--- src/rtl/obuf_ctrl_pkg.sv ---
// Shared types and constants for the obuf memory-side controller.
// State encoding, requester ids and skid FIFO depth.
package obuf_ctrl_pkg;

  typedef enum logic [1:0] {
    IDLE  = 2'd0,
    LOAD  = 2'd1,
    STORE = 2'd2
  } state_e;

  localparam logic REQ_LD = 1'b0;
  localparam logic REQ_ST = 1'b1;

  localparam int SKID_DEPTH = 2;

endpackage

--- src/rtl/obuf_skid_fifo.sv ---
// Purpose: SKID_DEPTH-entry FIFO absorbing the obuf read latency on the store path.
// Latency: pushed word visible at head the cycle after push.
// Backpressure: none internally; the caller never pushes when full or pops when empty.
module obuf_skid_fifo
  import obuf_ctrl_pkg::*;
#(
  parameter int W = 64
) (
  input  logic         clk,
  input  logic         rst_n,
  input  logic         push_i,
  input  logic [W-1:0] push_dat_i,
  input  logic         pop_i,
  output logic [W-1:0] head_o,
  output logic [1:0]   count_o
);

  logic [W-1:0] mem_q [SKID_DEPTH];
  logic         wr_ptr_q;
  logic         rd_ptr_q;
  logic [1:0]   cnt_q;

  assign head_o  = mem_q[rd_ptr_q];
  assign count_o = cnt_q;

  always_ff @(posedge clk or negedge rst_n) begin
    if (!rst_n) begin
      for (int i = 0; i < SKID_DEPTH; i++) mem_q[i] <= '0;
      wr_ptr_q <= 1'b0;
      rd_ptr_q <= 1'b0;
      cnt_q    <= 2'd0;
    end else begin
      if (push_i) begin
        mem_q[wr_ptr_q] <= push_dat_i;
        wr_ptr_q        <= ~wr_ptr_q;
      end
      if (pop_i) rd_ptr_q <= ~rd_ptr_q;
      cnt_q <= cnt_q + {1'b0, push_i} - {1'b0, pop_i};
    end
  end

endmodule

--- src/rtl/obuf_mem_ctrl.sv ---
// Purpose: arbitrates LOAD/STORE bursts onto the obuf mem port (perf counters under OBUF_MEM_CTRL_PERF_EN).
// Latency: grant 1 cycle after start latches; first store word 2 cycles after grant; done 1 cycle after last beat.
// Backpressure: ld_ready only during an active load; store reads throttle so in-flight + FIFO never exceeds SKID_DEPTH.
module obuf_mem_ctrl
  import obuf_ctrl_pkg::*;
#(
  parameter int MEM_ADDR_WIDTH = 10,
  parameter int MEM_DATA_WIDTH = 64,
  parameter int LEN_W          = 11
) (
  input  logic                      clk,
  input  logic                      reset,
  input  logic                      ld_start,
  input  logic [MEM_ADDR_WIDTH-1:0] ld_base_addr,
  input  logic [LEN_W-1:0]          ld_num_words,
  input  logic                      ld_valid,
  output logic                      ld_ready,
  input  logic [MEM_DATA_WIDTH-1:0] ld_data,
  output logic                      ld_done,
  input  logic                      st_start,
  input  logic [MEM_ADDR_WIDTH-1:0] st_base_addr,
  input  logic [LEN_W-1:0]          st_num_words,
  output logic                      st_valid,
  input  logic                      st_ready,
  output logic [MEM_DATA_WIDTH-1:0] st_data,
  output logic                      st_done,
`ifdef OBUF_MEM_CTRL_PERF_EN
  output logic [31:0]               perf_st_stall_cycles,
  output logic [31:0]               perf_arb_wait_cycles,
`endif
  output logic                      mem_write_req,
  output logic [MEM_ADDR_WIDTH-1:0] mem_write_addr,
  output logic [MEM_DATA_WIDTH-1:0] mem_write_data,
  output logic                      mem_read_req,
  output logic [MEM_ADDR_WIDTH-1:0] mem_read_addr,
  input  logic [MEM_DATA_WIDTH-1:0] mem_read_data
);

  state_e                    state_q;
  logic                      ld_pend_q, st_pend_q;
  logic                      rr_q;
  logic                      outst_q;
  logic                      ld_done_q, st_done_q;
  logic [MEM_ADDR_WIDTH-1:0] ld_base_q, st_base_q;
  logic [LEN_W-1:0]          ld_len_q, st_len_q;
  logic [LEN_W-1:0]          cnt_q, iss_q;

  logic [1:0]                fifo_cnt;
  logic [1:0]                occ;
  logic [MEM_DATA_WIDTH-1:0] fifo_head;
  logic                      pop;
  logic                      grant_st;
  logic                      ld_acc, st_acc;

  // A start is dropped while its side is pending, active, or signalling done.
  assign ld_acc   = ld_start && !ld_pend_q && (state_q != LOAD) && !ld_done_q;
  assign st_acc   = st_start && !st_pend_q && (state_q != STORE) && !st_done_q;
  assign grant_st = st_pend_q && (!ld_pend_q || (rr_q == REQ_ST));

  assign ld_ready       = (state_q == LOAD) && (cnt_q < ld_len_q);
  assign mem_write_req  = ld_ready && ld_valid;
  assign mem_write_addr = mem_write_req ? ld_base_q + MEM_ADDR_WIDTH'(cnt_q) : '0;
  assign mem_write_data = mem_write_req ? ld_data : '0;

  assign st_valid = (fifo_cnt != 2'd0);
  assign st_data  = fifo_head;
  assign pop      = st_valid && st_ready;

  // Occupancy after this cycle's pop; counting the pop keeps 1 word/cycle streaming.
  assign occ           = fifo_cnt + {1'b0, outst_q} - {1'b0, pop};
  assign mem_read_req  = (state_q == STORE) && (iss_q < st_len_q) && (occ < 2'(SKID_DEPTH));
  assign mem_read_addr = mem_read_req ? st_base_q + MEM_ADDR_WIDTH'(iss_q) : '0;

  assign ld_done = ld_done_q;
  assign st_done = st_done_q;

  obuf_skid_fifo #(
    .W(MEM_DATA_WIDTH)
  ) u_skid (
    .clk       (clk),
    .rst_n     (reset),
    .push_i    (outst_q),
    .push_dat_i(mem_read_data),
    .pop_i     (pop),
    .head_o    (fifo_head),
    .count_o   (fifo_cnt)
  );

  always_ff @(posedge clk or negedge reset) begin
    if (!reset) begin
      state_q   <= IDLE;
      ld_pend_q <= 1'b0;
      st_pend_q <= 1'b0;
      rr_q      <= REQ_LD;
      outst_q   <= 1'b0;
      ld_done_q <= 1'b0;
      st_done_q <= 1'b0;
      ld_base_q <= '0;
      st_base_q <= '0;
      ld_len_q  <= '0;
      st_len_q  <= '0;
      cnt_q     <= '0;
      iss_q     <= '0;
    end else begin
      ld_done_q <= 1'b0;
      st_done_q <= 1'b0;
      outst_q   <= mem_read_req;

      if (ld_acc) begin
        ld_pend_q <= 1'b1;
        ld_base_q <= ld_base_addr;
        ld_len_q  <= ld_num_words;
      end
      if (st_acc) begin
        st_pend_q <= 1'b1;
        st_base_q <= st_base_addr;
        st_len_q  <= st_num_words;
      end

      unique case (state_q)
        IDLE: begin
          if (ld_pend_q || st_pend_q) begin
            cnt_q <= '0;
            iss_q <= '0;
            // The pointer only advances on contended grants.
            if (ld_pend_q && st_pend_q) rr_q <= grant_st ? REQ_LD : REQ_ST;
            if (grant_st) begin
              st_pend_q <= 1'b0;
              state_q   <= STORE;
            end else begin
              ld_pend_q <= 1'b0;
              state_q   <= LOAD;
            end
          end
        end
        LOAD: begin
          if (mem_write_req) cnt_q <= cnt_q + LEN_W'(1);
          if ((ld_len_q == '0) || (mem_write_req && (cnt_q == ld_len_q - LEN_W'(1)))) begin
            ld_done_q <= 1'b1;
            state_q   <= IDLE;
          end
        end
        STORE: begin
          if (mem_read_req) iss_q <= iss_q + LEN_W'(1);
          if (pop) cnt_q <= cnt_q + LEN_W'(1);
          if ((st_len_q == '0) || (pop && (cnt_q == st_len_q - LEN_W'(1)))) begin
            st_done_q <= 1'b1;
            state_q   <= IDLE;
          end
        end
        default: state_q <= IDLE;
      endcase
    end
  end

`ifdef OBUF_MEM_CTRL_PERF_EN
  logic [31:0] stall_q, stall_d;
  logic [31:0] wait_q, wait_d;

  always_comb begin
    stall_d = stall_q;
    wait_d  = wait_q;
    if (st_valid && !st_ready && (stall_q != '1)) stall_d = stall_q + 32'd1;
    if (((ld_pend_q && (state_q == STORE)) || (st_pend_q && (state_q == LOAD))) && (wait_q != '1))
      wait_d = wait_q + 32'd1;
  end

  always_ff @(posedge clk or negedge reset) begin
    if (!reset) begin
      stall_q <= '0;
      wait_q  <= '0;
    end else begin
      stall_q <= stall_d;
      wait_q  <= wait_d;
    end
  end

  assign perf_st_stall_cycles = stall_q;
  assign perf_arb_wait_cycles = wait_q;
`endif

endmodule

--- config.mk ---
export PLATFORM = sky130hd
export DESIGN_NAME = obuf_mem_ctrl
export DESIGN_NICKNAME = d
export VERILOG_FILES = /design/src/rtl/obuf_ctrl_pkg.sv /design/src/rtl/obuf_skid_fifo.sv /design/src/rtl/obuf_mem_ctrl.sv
export SDC_FILE = /design/constraint.sdc
export NUM_CORES = 1
export LEC_CHECK = 0
export CORE_MARGIN = 2
export CORE_UTILIZATION = 49
export DETAILED_ROUTE_END_ITERATION = 10
export PLACE_DENSITY = 0.82
export SETUP_SLACK_MARGIN = 0.1
export SYNTH_ARGS = -nofsm -noshare
export SYNTH_HDL_FRONTEND = slang
export SYNTH_HIERARCHICAL = 1
export SYNTH_SLANG_ARGS = --single-unit
export TNS_END_PERCENT = 50
--- constraint.sdc ---
create_clock -name clk -period 2.9 [get_ports clk]
set_clock_uncertainty 0.1 [all_clocks]
set_input_delay 0.29 -clock clk [delete_from_list [all_inputs] [get_ports clk]]
set_output_delay 0.29 -clock clk [all_outputs]
set_load 0.01 [all_outputs]
==> impl_metrics.prom <==
# TYPE chip_impl_metric gauge
chip_impl_metric{name="core_area",unit="um^2"} 23400
chip_impl_metric{name="floorplan.die.width",unit="um"} 158.3
chip_impl_metric{name="report.power.total",unit="mW"} 20.06
chip_impl_info{name="critical_path.reg2reg.startpoint",value="cnt_q[8]$_DFFE_PN0P_"} 1
chip_impl_info{name="crit_path_cell_chain",value="ha_1, a21o_1, a21oi_2, nor2b_2, o21a_1, o41a_1, a21o_1, a211o_1, and4_1, buf_2"} 1
chip_impl_info{name="root_buf_cell",value="sky130_fd_sc_hd__clkbuf_16"} 1
chip_impl_metric{name="post_route_drc",unit=""} 0
chip_impl_metric{name="total_power_divided_by_cell_area",unit="nW/um^2"} 1148
chip_impl_info{name="timing.critical_path.max_delay_family",value="compound AO/OA/AOI/OAI gates"} 1
chip_impl_metric{name="synthMuxAreaShare",unit="%"} 22.55
chip_impl_metric{name="total_via_count_after_detailed_routing",unit=""} 9372
chip_impl_metric{name="hold_violations",unit=""} 0
chip_impl_metric{name="peakVddDrop",unit="V"} 0.0007945
chip_impl_metric{name="worstPathBufferInverterCount",unit=""} 1
chip_impl_metric{name="insertion_delay_to_the_later_sink_of_the_worst_skew_pair",unit="ns"} 0.52
chip_impl_metric{name="diodes",unit=""} 0
chip_impl_metric{name="synthSimpleGateAreaFrac",unit="%"} 12.31
chip_impl_metric{name="yosys.area_share.adder",unit="%"} 5.918
chip_impl_metric{name="pin_count_of_the_biggest_net_entering_global_routing",unit=""} 81
chip_impl_metric{name="num_rows",unit=""} 56
chip_impl_info{name="clock_tree_from_tritoncts",value="yes"} 1
chip_impl_info{name="capturing_element_type_of_the_critical_path",value="primary output"} 1
chip_impl_metric{name="number_of_antenna_violations_at_the_first_check_in_global_routing",unit=""} 2
chip_impl_metric{name="timing.reg2reg.worst_path_depth",unit=""} 13
chip_impl_metric{name="die_area",unit="um^2"} 25070
chip_impl_metric{name="arrival",unit="ns"} 2.86
chip_impl_metric{name="synth-compound-area-share",unit="%"} 7.505
chip_impl_metric{name="port_buffers",unit=""} 329
chip_impl_metric{name="setup_violations",unit=""} 78
chip_impl_metric{name="mappedNetlistArea",unit="um^2"} 11670
chip_impl_metric{name="fillCellCount",unit=""} 1551
chip_impl_metric{name="grtUsageTotal",unit="%"} 26.21
chip_impl_info{name="failed_checks",value="negative setup slack"} 1
chip_impl_metric{name="clock.fmax",unit="MHz"} 307.8
chip_impl_metric{name="final_layout_size_suffix_gt1_share",unit="%"} 40.00
chip_impl_metric{name="max-clock-path-buffers",unit=""} 3
chip_impl_metric{name="critPathMaxStageDelay",unit="ns"} 0.38
chip_impl_metric{name="worst-path-max-fanout",unit=""} 3
chip_impl_info{name="critical_path_class",value="reg -> out"} 1
chip_impl_metric{name="cts_buffers",unit=""} 23
chip_impl_metric{name="antenna_violating_nets_post_route",unit=""} 0
chip_impl_metric{name="layout_worst_path_cycle_share",unit="%"} 112.0
chip_impl_metric{name="drv_slew",unit=""} 0
chip_impl_metric{name="floorplan.io_pins",unit=""} 330
chip_impl_metric{name="dr.pass1.iters",unit=""} 5
chip_impl_info{name="capture_point_of_the_worst_path",value="mem_write_addr[9]"} 1
chip_impl_info{name="status",value="finished, violations left"} 1
chip_impl_info{name="grt_setup_unrepaired",value="yes"} 1
chip_impl_info{name="ys_dominant_reg_cell",value="sky130_fd_sc_hd__dfrtp_1"} 1
chip_impl_metric{name="maxCapViolations",unit=""} 0
chip_impl_metric{name="ys_ff_latch",unit=""} 204
chip_impl_metric{name="final_worst_setup_slack",unit="ns"} -0.3484
chip_impl_metric{name="worst_hold_slack",unit="ns"} 0.2233
chip_impl_info{name="cpMostUsedCell",value="sky130_fd_sc_hd__a21o_1"} 1
chip_impl_metric{name="synth-seq-area-share",unit="%"} 43.74
chip_impl_metric{name="routed_wirelength",unit="um"} 34330
chip_impl_metric{name="area.growth.synth_to_final",unit="%"} 49.73
chip_impl_metric{name="grt_pass1_vias",unit=""} 9492
chip_impl_metric{name="finalNonFillerCells",unit=""} 1764
chip_impl_metric{name="drt-vias-per-instance",unit=""} 5.313
chip_impl_metric{name="period_needed",unit="ns"} 3.248
chip_impl_metric{name="globalRouteOverflowTotal",unit=""} 0
chip_impl_metric{name="post_synth_num_cell_types",unit=""} 66
chip_impl_metric{name="drc_violation_total_after_the_first_tritonroute_iteration",unit=""} 554
chip_impl_info{name="hold_path_class",value="in -> reg"} 1
chip_impl_metric{name="synth_nets",unit=""} 1234
chip_impl_metric{name="gp_congestion",unit=""} 0.8555
chip_impl_metric{name="wl_per_cell",unit="um"} 19.46
chip_impl_metric{name="htreeDepth",unit=""} 1
chip_impl_info{name="slowest_stage",value="sky130_fd_sc_hd__dfrtp_1"} 1
chip_impl_metric{name="synth-xor-area-share",unit="%"} 3.602
chip_impl_metric{name="synth.avg_cell_area",unit="um^2"} 11.62
chip_impl_metric{name="crit_cells",unit=""} 10
chip_impl_info{name="critical_path.startpoint",value="ld_base_q[1]$_DFFE_PN0P_"} 1
chip_impl_metric{name="syn-instance-count",unit=""} 1004
chip_impl_metric{name="max-slew-margin-rel",unit="%"} 54.93
chip_impl_metric{name="floorplan.die.height",unit="um"} 158.3
chip_impl_metric{name="place_inst",unit=""} 1676
chip_impl_metric{name="required_worst_endpoint",unit="ns"} 2.51
chip_impl_metric{name="finish.net_count",unit=""} 1661
chip_impl_metric{name="synth-async-reset-ratio",unit="%"} 100.0
chip_impl_metric{name="worstMarginPinSlew",unit="ns"} 0.6699
chip_impl_metric{name="synthesis.yosys.warnings",unit=""} 6
chip_impl_info{name="timing.rr.end",value="state_q[1]$_DFFE_PN0P_"} 1
chip_impl_metric{name="regToRegSetupSlack",unit="ns"} 0.05
chip_impl_metric{name="post_synth_edffs",unit=""} 0
chip_impl_info{name="timing.critical_path.from_type",value="register"} 1
chip_impl_metric{name="clock_sink_count",unit=""} 204
chip_impl_metric{name="global_route_wire_length_before_repair",unit="um"} 51550
chip_impl_info{name="synth_top_family_by_area",value="multiplexers"} 1
chip_impl_metric{name="hpwl_detailed",unit="um"} 23170
chip_impl_metric{name="clkSlewWorstSetupHoldPaths",unit="ns"} 0.06
chip_impl_metric{name="floorplan.initialDensity",unit="%"} 49.87
chip_impl_metric{name="power.leakage",unit="nW"} 7.955
## per-stage QoR
step                instance area, um^2  util [%]  TNS, ns  setup WS [ns]
global placement                  15670     66.95   -1.079        -0.2004
finish                            17470     74.66   -9.715        -0.3484
floorplan                         11670         -        0         0.2110
detailed placement                15670     66.95   -4.943        -0.2179
CTS                               16860     72.06   -9.175        -0.3858
global route                      17470     74.66   -17.88        -0.4549
## report_power, final
part           internal, mW  switching [mW]
clock                  1.66            1.17
sequential             4.17           0.871
combinational          7.02            5.16
## sequential cells by signal, indices dropped and copies added (netlist names), 10 cells and up
name	cells
ld_base_q	10
u_skid/mem_q	128
iss_q	11
st_len_q	11
ld_len_q	11
st_base_q	10
cnt_q	11
## how the worst min path moves through the flow
stage	start	to	slack (ns)	cells past startpoint
2_1_floorplan	reset	cnt_q[0]$_DFFE_PN0P_	-0.11	0
3_3_place_gp	reset	u_skid/mem_q[36]$_DFFE_PN0P_	0.22	1
3_5_place_dp	reset	u_skid/mem_q[36]$_DFFE_PN0P_	0.22	1
4_1_cts	ld_num_words[0]	ld_len_q[0]$_DFFE_PN0P_	0.21	3
5_1_grt	st_base_addr[1]	st_base_q[1]$_DFFE_PN0P_	0.24	3
6_report	ld_num_words[2]	ld_len_q[2]$_DFFE_PN0P_	0.22	3
## per-layer routing
layer | vias up | track usage (%) | wire length (um)
met4 | 4 | 6.607 | 785
met1 | 4652 | 34.78 | 14950
met2 | 275 | 44.06 | 16520
met3 | 67 | 5.444 | 2040
li1 | 4374 | - | -
met5 | - | 0 | 23
## synthesized netlist by cell type (all sizes together), types with 2 or more instances
cell type	number	area [um^2]
o21a	4	30.03
o31ai	10	75.07
nand2b	9	56.30
inv	41	153.9
buf	23	247.7
nand4	9	56.30
nand3b	5	37.54
mux2i	3	30.03
and2	73	459.2
a211oi	3	22.52
fa	2	40.04
xnor2	30	262.8
o221ai	3	26.28
nor3	9	50.05
nor3b	2	20.02
nor2b	6	45.04
nor4	5	43.79
nand2	60	232.7
o21ai	54	270.3
o21bai	2	15.01
mux2	211	2601
nand3	16	80.08
xor2	18	157.7
dfrtp	204	5105
ha	52	650.6
and4	2	17.52
clkbuf	29	108.9
a21o	21	157.7
a21oi	21	108.9
a31oi	6	37.54
or3	3	18.77
nor4bb	3	30.03
nor2	30	115.1
nor4b	4	47.55
and3	17	108.9
## repair_timing
item,4_1_cts,5_1_grt
buffers inserted,26,19
gates resized for setup,456,117
pin swaps,61,49
hold buffers,1,0
endpoints found under the hold margin,63,0
setup endpoints to repair,96,104
cloned,7,0
## worst reg2reg max path: stages, from the launching register on
cell                        delay (ns)
sky130_fd_sc_hd__dfrtp_1          0.41
sky130_fd_sc_hd__ha_4             0.25
sky130_fd_sc_hd__a21o_1           0.20
sky130_fd_sc_hd__a21oi_4          0.23
sky130_fd_sc_hd__o2111ai_4        0.17
sky130_fd_sc_hd__a21boi_4         0.18
sky130_fd_sc_hd__buf_12           0.15
sky130_fd_sc_hd__buf_12           0.11
sky130_fd_sc_hd__buf_4            0.12
sky130_fd_sc_hd__buf_6            0.10
sky130_fd_sc_hd__nand4_1          0.07
sky130_fd_sc_hd__and2_4           0.17
sky130_fd_sc_hd__a221oi_4         0.28
sky130_fd_sc_hd__mux2i_1          0.24
## layout make-up
class                   instances  area [um^2]  share of cell area [%]
repair buffers                454         4497                   25.74
clock buffers                  32        649.4                   3.716
clock inverters                 7        78.83                  0.4511
multi-input cells             707         6583                   37.67
well taps                     319        399.1                   2.284
flip-flops and latches        204         5107                   29.23
inverters                      41        158.9                  0.9094
## logic make-up after synthesis
group           count (synthesis)
buf+inv                        93
mux                           214
simple gates                  255
compound gates                136
xor+xnor                       48
flops                         204
fa+ha+maj                      54
## placed cells by master (no fill, tap or decap), drive strengths merged, types with 3 or more instances in the layout
| master | count |
|---|---|
| mux2i | 3 |
| nor3 | 9 |
| o21ai | 54 |
| mux2 | 211 |
| a21o | 21 |
| inv | 43 |
| xnor2 | 30 |
| nor4bb | 3 |
| or3 | 3 |
| a211oi | 3 |
| nand2 | 60 |
| nand3 | 16 |
| nor2 | 30 |
| nor4 | 5 |
| nor2b | 6 |
| nor4b | 4 |
| ha | 52 |
| clkdlybuf4s50 | 241 |
| nand2b | 9 |
| clkbuf | 34 |
| buf | 209 |
| and2 | 73 |
| nand3b | 5 |
| a21oi | 21 |
| o21a | 4 |
| o31ai | 10 |
| clkinv | 4 |
| o221ai | 3 |
| nand4 | 9 |
| dfrtp | 204 |
| a31oi | 6 |
| and3 | 17 |
| xor2 | 18 |
No activity file was read; power rests on OpenSTA's default activity.
